$ cat config.mk
export PLATFORM = sky130hd
export DESIGN_NAME = fetch_stage
export DESIGN_NICKNAME = d
export VERILOG_FILES = /design/src/rtl/cpu_pkg.sv /design/src/rtl/pc_register.sv /design/src/rtl/fetch_stage.sv
export SDC_FILE = /design/constraint.sdc
export NUM_CORES = 1
export LEC_CHECK = 0
export BUFFER_PORTS_ARGS = -buffer_cell sky130_fd_sc_hd__buf_4
export CAP_MARGIN = 5
export CORE_MARGIN = 2
export CORE_UTILIZATION = 40
export CTS_CLUSTER_DIAMETER = 80
export DETAILED_ROUTE_END_ITERATION = 6
export SYNTH_ARGS = -nofsm -noshare
export SYNTH_HDL_FRONTEND = slang
export SYNTH_SLANG_ARGS = --single-unit
export TNS_END_PERCENT = 30
$ cat constraint.sdc
create_clock -name clk -period 3.2 [get_ports clk]
set_input_delay 0 -clock clk [delete_from_list [all_inputs] [get_ports clk]]
set_output_delay 0 -clock clk [all_outputs]
set_load 0.02 [all_outputs]
$ cat src/rtl/cpu_pkg.sv
// Shared definitions for the 16-bit pipelined processor: word widths, NOP encoding,
// fetch FSM states and the IF/ID bundle exchanged between fetch and decode.
package cpu_pkg;

    localparam int unsigned WORD_W = 16;
    localparam int unsigned ADDR_W = 16;

    localparam logic [WORD_W-1:0] NOP_INSTR = 16'h0000;
    localparam logic [ADDR_W-1:0] RESET_PC  = 16'h0000;

    // Bit of the first instruction word that announces a trailing immediate word
    localparam int unsigned IMM_BIT = 0;

    typedef enum logic [0:0] {
        S_FETCH = 1'b0,
        S_IMM   = 1'b1
    } fetch_state_t;

    typedef struct packed {
        logic [WORD_W-1:0] instruction;
        logic [WORD_W-1:0] immediate;
        logic [ADDR_W-1:0] pc;
        logic              valid;
    } if_id_t;

    // Squashed IF/ID entry; pc is carried over so pc_out keeps its last value
    function automatic if_id_t make_bubble(input logic [ADDR_W-1:0] keep_pc);
        if_id_t b;
        b.instruction = NOP_INSTR;
        b.immediate   = '0;
        b.pc          = keep_pc;
        b.valid       = 1'b0;
        return b;
    endfunction

endpackage

$ cat src/rtl/pc_register.sv
// Program counter: synchronous reset, absolute load, hold, otherwise +1 with wrap.
module pc_register
    import cpu_pkg::*;
#(
    parameter int unsigned            ADDR_WIDTH = ADDR_W,
    parameter logic [ADDR_WIDTH-1:0]  RESET_PC   = cpu_pkg::RESET_PC
) (
    input  logic                  clk,
    input  logic                  rst,
    input  logic                  load,
    input  logic [ADDR_WIDTH-1:0] target,
    input  logic                  hold,
    output logic [ADDR_WIDTH-1:0] pc
);

    localparam logic [ADDR_WIDTH-1:0] PC_STEP = 1;

    // PC update: reset > load > hold > increment (modulo 2^ADDR_WIDTH)
    always_ff @(posedge clk) begin
        if (rst) begin
            pc <= RESET_PC;
        end else if (load) begin
            pc <= target;
        end else if (!hold) begin
            pc <= pc + PC_STEP;
        end
    end

endmodule

$ cat src/rtl/fetch_stage.sv
// Instruction-fetch front end: drives imem_addr from the PC, assembles one- and
// two-word instructions and loads them into the IF/ID register for decode.
// The IF/ID bundle uses the package word widths, so WIDTH/ADDR_WIDTH are expected
// to stay at their package defaults.
module fetch_stage
    import cpu_pkg::*;
#(
    parameter int unsigned            WIDTH      = WORD_W,
    parameter int unsigned            ADDR_WIDTH = ADDR_W,
    parameter logic [ADDR_WIDTH-1:0]  RESET_PC   = cpu_pkg::RESET_PC,
    parameter int unsigned            IMM_BIT    = cpu_pkg::IMM_BIT
) (
    input  logic                  clk,
    input  logic                  rst,
    input  logic                  stall,
    input  logic                  flush,
    input  logic                  branch_taken,
    input  logic [ADDR_WIDTH-1:0] branch_target,
    output logic [ADDR_WIDTH-1:0] imem_addr,
    input  logic [WIDTH-1:0]      imem_data,
    output logic [WIDTH-1:0]      instruction,
    output logic [WIDTH-1:0]      immediate,
    output logic [ADDR_WIDTH-1:0] pc_out,
    output logic                  valid
);

    logic [ADDR_WIDTH-1:0] pc;
    fetch_state_t          state;
    fetch_state_t          state_next;
    logic [WIDTH-1:0]      hold_instr;
    logic [ADDR_WIDTH-1:0] hold_pc;
    if_id_t                if_id;
    if_id_t                if_id_next;

    logic                  pc_load;
    logic                  pc_hold;
    logic [ADDR_WIDTH-1:0] pc_target;
    logic                  hold_capture;
    logic                  has_imm;
    logic                  squash;

    assign has_imm   = imem_data[IMM_BIT];
    // A taken branch implies a flush of the IF/ID contents
    assign squash    = branch_taken | flush;
    assign imem_addr = pc;

    pc_register #(
        .ADDR_WIDTH (ADDR_WIDTH),
        .RESET_PC   (RESET_PC)
    ) u_pc_register (
        .clk    (clk),
        .rst    (rst),
        .load   (pc_load),
        .target (pc_target),
        .hold   (pc_hold),
        .pc     (pc)
    );

    // FSM state register
    always_ff @(posedge clk) begin
        if (rst) begin
            state <= S_FETCH;
        end else begin
            state <= state_next;
        end
    end

    // FSM next state: squash abandons any partial two-word fetch, stall freezes
    always_comb begin
        state_next = state;
        if (squash) begin
            state_next = S_FETCH;
        end else if (!stall) begin
            case (state)
                S_FETCH: state_next = has_imm ? S_IMM : S_FETCH;
                S_IMM:   state_next = S_FETCH;
                default: state_next = S_FETCH;
            endcase
        end
    end

    // FSM outputs: PC control, first-word capture and the next IF/ID entry
    always_comb begin
        // Flush in S_IMM rewinds to the first word so the pair is refetched whole
        pc_load      = branch_taken | (flush & (state == S_IMM));
        pc_target    = branch_taken ? branch_target : hold_pc;
        pc_hold      = ~pc_load & (flush | stall);
        hold_capture = 1'b0;
        if_id_next   = if_id;

        if (squash) begin
            if_id_next = make_bubble(if_id.pc);
        end else if (!stall) begin
            case (state)
                S_FETCH: begin
                    if (has_imm) begin
                        hold_capture = 1'b1;
                        if_id_next   = make_bubble(if_id.pc);
                    end else begin
                        if_id_next.instruction = imem_data;
                        if_id_next.immediate   = '0;
                        if_id_next.pc          = pc;
                        if_id_next.valid       = 1'b1;
                    end
                end
                S_IMM: begin
                    if_id_next.instruction = hold_instr;
                    if_id_next.immediate   = imem_data;
                    if_id_next.pc          = hold_pc;
                    if_id_next.valid       = 1'b1;
                end
                default: if_id_next = make_bubble(if_id.pc);
            endcase
        end
    end

    // First word and its address of a two-word instruction in flight
    always_ff @(posedge clk) begin
        if (rst) begin
            hold_instr <= NOP_INSTR;
            hold_pc    <= RESET_PC;
        end else if (hold_capture) begin
            hold_instr <= imem_data;
            hold_pc    <= pc;
        end
    end

    // IF/ID pipeline register
    always_ff @(posedge clk) begin
        if (rst) begin
            if_id.instruction <= NOP_INSTR;
            if_id.immediate   <= '0;
            if_id.pc          <= RESET_PC;
            if_id.valid       <= 1'b0;
        end else begin
            if_id <= if_id_next;
        end
    end

    assign instruction = if_id.instruction;
    assign immediate   = if_id.immediate;
    assign pc_out      = if_id.pc;
    assign valid       = if_id.valid;

endmodule

* After elaboration in Yosys (flattened, before gate mapping)
Cells that the tools add are included.
Cells by class: add/sub/neg operators 1, equal/unequal tests 2, mux-type cells 10, bitwise gates (word level) 9, reduce and logical (&&, ||, !) cells 2
Operators by type and width (count):
- 49-bit one-hot mux with 2 select lines | 1
- 49-bit two-way mux | 1
- 16-bit two-way mux | 3
- 16-bit by 1-bit adder with 16-bit output (second input constant) | 1
- 1-bit two-way mux | 4
- 2-bit != test (second input constant) | 2
- 1-bit NOT | 4
- 1-bit OR | 3
- 3-bit AND reduction | 1
- 1-bit AND | 2
- 1-bit one-hot mux with 2 select lines | 1
- 2-bit OR reduction | 1
Storage, ports and cells: register bits after elaboration 98, input port bits 37, output and inout bits 65, word-level logic and storage cells 32

* Longest topological paths before layout
word-level depth 6, mapped depth 8, gate-level depth less buffers 6

* By module
From an unflattened synthesis, not the netlist that was laid out.
Second synthesis, totals: cells, all modules 507, area, all modules 4762.1 um^2
Modules (own cells, without submodules):
- fetch_stage | times used 1, cells each 391, area an instance 3768.6 um^2, seq. area each 1641.6 um^2
- pc_register | times used 1, cells each 116, area an instance 993.5 um^2, seq. area each 320.3 um^2

* Least setup slack after synthesis
Ideal clock, no wire load.
path type register to register, from register u_pc_register.pc[6], to register u_pc_register.pc[15], arrival 1.705 ns, required time 3.123 ns, slack 1.418 ns, cell stages (with the launch flop) 7, path through dfxtp_1 buf_2 nand4_1 nor3_2 nand4_1 or3_1 a41oi_2
On the way: longest elaborated chain between the ends 3
Ends and longest elaborated chain:
- start, declared | RTL line pc_register.sv:13 | output logic [ADDR_WIDTH-1:0] pc
- start signal, assigned | RTL line pc_register.sv:23 | pc <= target;
- start signal, assigned | RTL line pc_register.sv:25 | pc <= pc + PC_STEP;
- 16-bit by 1-bit adder with 16-bit output | RTL line pc_register.sv:25
- 16-bit two-way mux | RTL line pc_register.sv:24 | end else if (!hold) begin
- 16-bit two-way mux | RTL line pc_register.sv:22 | end else if (load) begin
No other way between the ends. The select of a mux whose other input is x is not followed. A chain may end at the register's enable or synchronous reset.

* Final worst setup path
from register u_pc_register.pc[0], to register u_pc_register.pc[14]
Same word-level chain as after synthesis.

==> reports/metrics.cfg <==
[floorplanning]
coreArea_mm2 = 0.0104
die_area_mm2 = 0.0116
rows = 37
initial_core_util_pct = 41.3
die_x_um = 108
die_h_um = 108
ios = 102

[routing]
ant_nets = 0
drtIter0Drc = 274
drc = 0
dr.pass1.iters = 6
wl_per_cell_um = 15.5
vias = 4270
viasPerCell = 5.42
drt-total-wl_um = 12200

[cells_and_area]
final_common_cell = buf_4
final_cell_mix = buf_4 (111), dfxtp_1 (98), nor2_1 (87), a21oi_1 (81), nand2_1 (76)
n_fill_cell = 1028
antenna_cells = 0
syn2layout_area_growth_pct = 30.8
drive_above_1_share_pct = 20.9
final_nets = 685

[timing]
setup_tns_ns = 0
relSlewSlack_pct = 23.2
timing.fmax_ghz = 0.433
final_max_slew_viol_count = 0
fin_skew_ns = 0.00694
hold_viol = 0
finalSetupViolations = 0
rsz0062_at_grt = no
min_period_over_period_pct = 72.2
tightest_slew_ns = 1.15
finalCriticalPeriod_ns = 2.31

[global_route]
track_usage_pct = 22.2
grt_max_degree = 66
grt_overflow_total = 0
grt_pass1_wl_um = 20500
grt_pass1_vias = 4118
grt_antenna_before_repair = 0

[synth]
synth-edff-count = 0
synth_flop_cell = dfxtp_1
syn_area_per_cell_um2 = 7.91
ys_async_sr_fraction_pct = 0
synth_fp_nets = 580
ys_warn_count = 0
netlist_area_mm2 = 0.00429
ys_ff_latch = 98
synth_cell_types = 41
syn_inst = 542
seq_area_frac_synth_pct = 45.8

[power]
seq_power_share_pct = 51.5
swShare_pct = 26.6
total_power_w = 0.00249
pwr-share-clk_pct = 36.6
intPower_w = 0.00183
p_leak_nw = 2.17
power_density_mw_per_mm2 = 444
comb_power_share_pct = 11.9
switching_power_w = 0.000661
vdd_drop_max_mv = 0.279

[clock_tree]
clock-root-buffer = clkbuf_8
cts_tree = yes
cts.clk_slew.worst_paths_ns = 0.10
clock_path_buffers = 2
cts_num_sinks = 98
htreeDepth = 3
clock_latency_ns = 0.38
cts_buffers = 9

[setup_path]
cp-start-kind = flip-flop
cp.required_ns = 3.53
critPathMaxFanout = 8
crit_path_top_delay_cell = dlygate4sd3_1
crit_chain = ha_1 -> and4_1 -> and2_1 -> nand4_1 -> xor2_1 -> a21oi_1 -> dlygate4sd3_1
crit_type = flip-flop to flip-flop
arrival_ns = 2.64
slowest_delay_ns = 0.55
r2r_end = u_pc_register.pc[14]$_SDFFE_PP0P_
r2r-start = u_pc_register.pc[0]$_SDFFE_PP0P_
regToRegSetupSlack_ns = 0.89
endpoint_kind = flip-flop
reg2reg_depth = 7

[hold_path]
min_path_type = primary input to flip-flop
whs_endpoint = u_pc_register.pc[11]$_SDFFE_PP0P_
min_from = branch_target[11]
hold_depth = 3

[place]
hpwl_um = 7680
io_buffers = 101
gp_congestion = 0.768

[run_status]
status = completed

[job]
cap_viol_max_count = 0

-- sequential cells by signal, indices dropped and copies added, names as in the netlist --
register / flops
hold_pc: 16
u_pc_register.pc: 16
hold_instr: 16
immediate: 16
pc_out: 16
valid: 1
instruction: 16
state: 1
-- power groups by stage --
stage / Clock (W) / Combinational, W / Sequential (W)
6_report: 0.000911 / 0.000296 / 0.00128
5_1_grt: 0.000974 / 0.000327 / 0.00129
4_1_cts: 0.000929 / 0.000298 / 0.00128
3_5_place_dp: 0 / 0.000267 / 0.00131
3_3_place_gp: 0 / 0.000264 / 0.00131
2_1_floorplan: 0 / 0.000141 / 0.00132
-- critical path, delay by kind of cell (launching register included) --
kind | cells | cell delay, ns
compound gates | 1 | 0.15
fa+ha+maj | 1 | 0.27
buf+inv | 1 | 0.55
xor+xnor | 1 | 0.16
simple gates | 3 | 0.61
flops | 1 | 0.51
-- worst max path at each step --
| stage | endpoint | from | cells past startpoint |
|---|---|---|---|
| after floorplan | u_pc_register.pc[15]$_SDFFE_PP0P_ | u_pc_register.pc[6]$_SDFFE_PP0P_ | 6 |
| after global placement | instruction[11]$_SDFFE_PP0N_ | state$_SDFFE_PP0N_ | 7 |
| after detailed placement | instruction[11]$_SDFFE_PP0N_ | state$_SDFFE_PP0N_ | 7 |
| after CTS | u_pc_register.pc[14]$_SDFFE_PP0P_ | u_pc_register.pc[0]$_SDFFE_PP0P_ | 7 |
| after global routing | u_pc_register.pc[14]$_SDFFE_PP0P_ | u_pc_register.pc[0]$_SDFFE_PP0P_ | 7 |
| final | u_pc_register.pc[14]$_SDFFE_PP0P_ | u_pc_register.pc[0]$_SDFFE_PP0P_ | 7 |
-- per-stage QoR --
| step | setup slack (ns) | cell area [um^2] | instances | utilization [%] | hold WS, ns |
|---|---|---|---|---|---|
| finish | 0.891 | 5610 | 788 | 54.1 | 0.0255 |
| global route | 0.798 | 5610 | 788 | 54.1 | 0.0418 |
| CTS | 0.916 | 5610 | 788 | 54.1 | 0.0117 |
| detailed placement | 1.09 | 5080 | 742 | 49.0 | 0.270 |
| global placement | 1.10 | 5080 | 742 | 49.0 | 0.261 |
| floorplan | 1.42 | 4290 | 542 | - | 0.136 |
-- layer usage --
| metal | vias to the layer above | GRT usage, % | share of wire [%] |
|---|---|---|---|
| li1 | 2109 | - | - |
| met1 | 2009 | 29.4 | 46 |
| met2 | 137 | 36.7 | 47 |
| met3 | 15 | 3.75 | 5.9 |
| met4 | 0 | 7.33 | 1.7 |
| met5 | - | 0 | 0 |
-- final cells by class --
cell class                      instances  area [um^2]  area share, %
Clock buffer                            9          124           2.21
Clock inverter                          7         98.8           1.76
Inverter                                6         22.5          0.402
Multi-Input combinational cell        391         2090           37.4
Sequential cell                        98         1960           35.0
Tap cell                              136          170           3.04
Timing Repair Buffer                  141         1130           20.2
-- cells by family after synthesis --
kind of cell               share of synthesized area [%]
buffers and inverters                               5.49
adders and majority gates                          0.292
and+or+nand+nor                                     25.0
xor gates and xnor gates                            1.84
DFF                                                 45.8
AOI/OAI and AO/OA                                   21.7
-- repair_timing --
| action | in CTS | in global routing |
|---|---|---|
| hold endpoints to repair | 45 | 0 |
| endpoints found under the setup margin | 0 | 0 |
| hold buffers | 30 | 0 |
| gates resized for setup | 0 | 0 |
| buffers inserted | 0 | 0 |
-- Yosys cell counts, types with 4 or more instances --
cell type | count | area share [%]
dfxtp_1 | 98 | 46
xnor2_1 | 4 | 0.82
nand4_1 | 6 | 0.88
a21oi_1 | 81 | 9.5
nand3_1 | 4 | 0.47
clkbuf_1 | 29 | 2.5
a222oi_1 | 11 | 2.6
buf_2 | 10 | 1.2
nor3_1 | 6 | 0.70
o221a_2 | 4 | 1.1
o22ai_1 | 4 | 0.58
xor2_1 | 5 | 1.0
a22oi_1 | 33 | 5.8
buf_1 | 4 | 0.35
nand2b_1 | 16 | 2.3
nor2_1 | 87 | 7.6
inv_1 | 6 | 0.53
or3_1 | 14 | 2.0
nand2_1 | 76 | 6.7
nor4_1 | 11 | 1.6
Power figures use the tool's default switching activity.
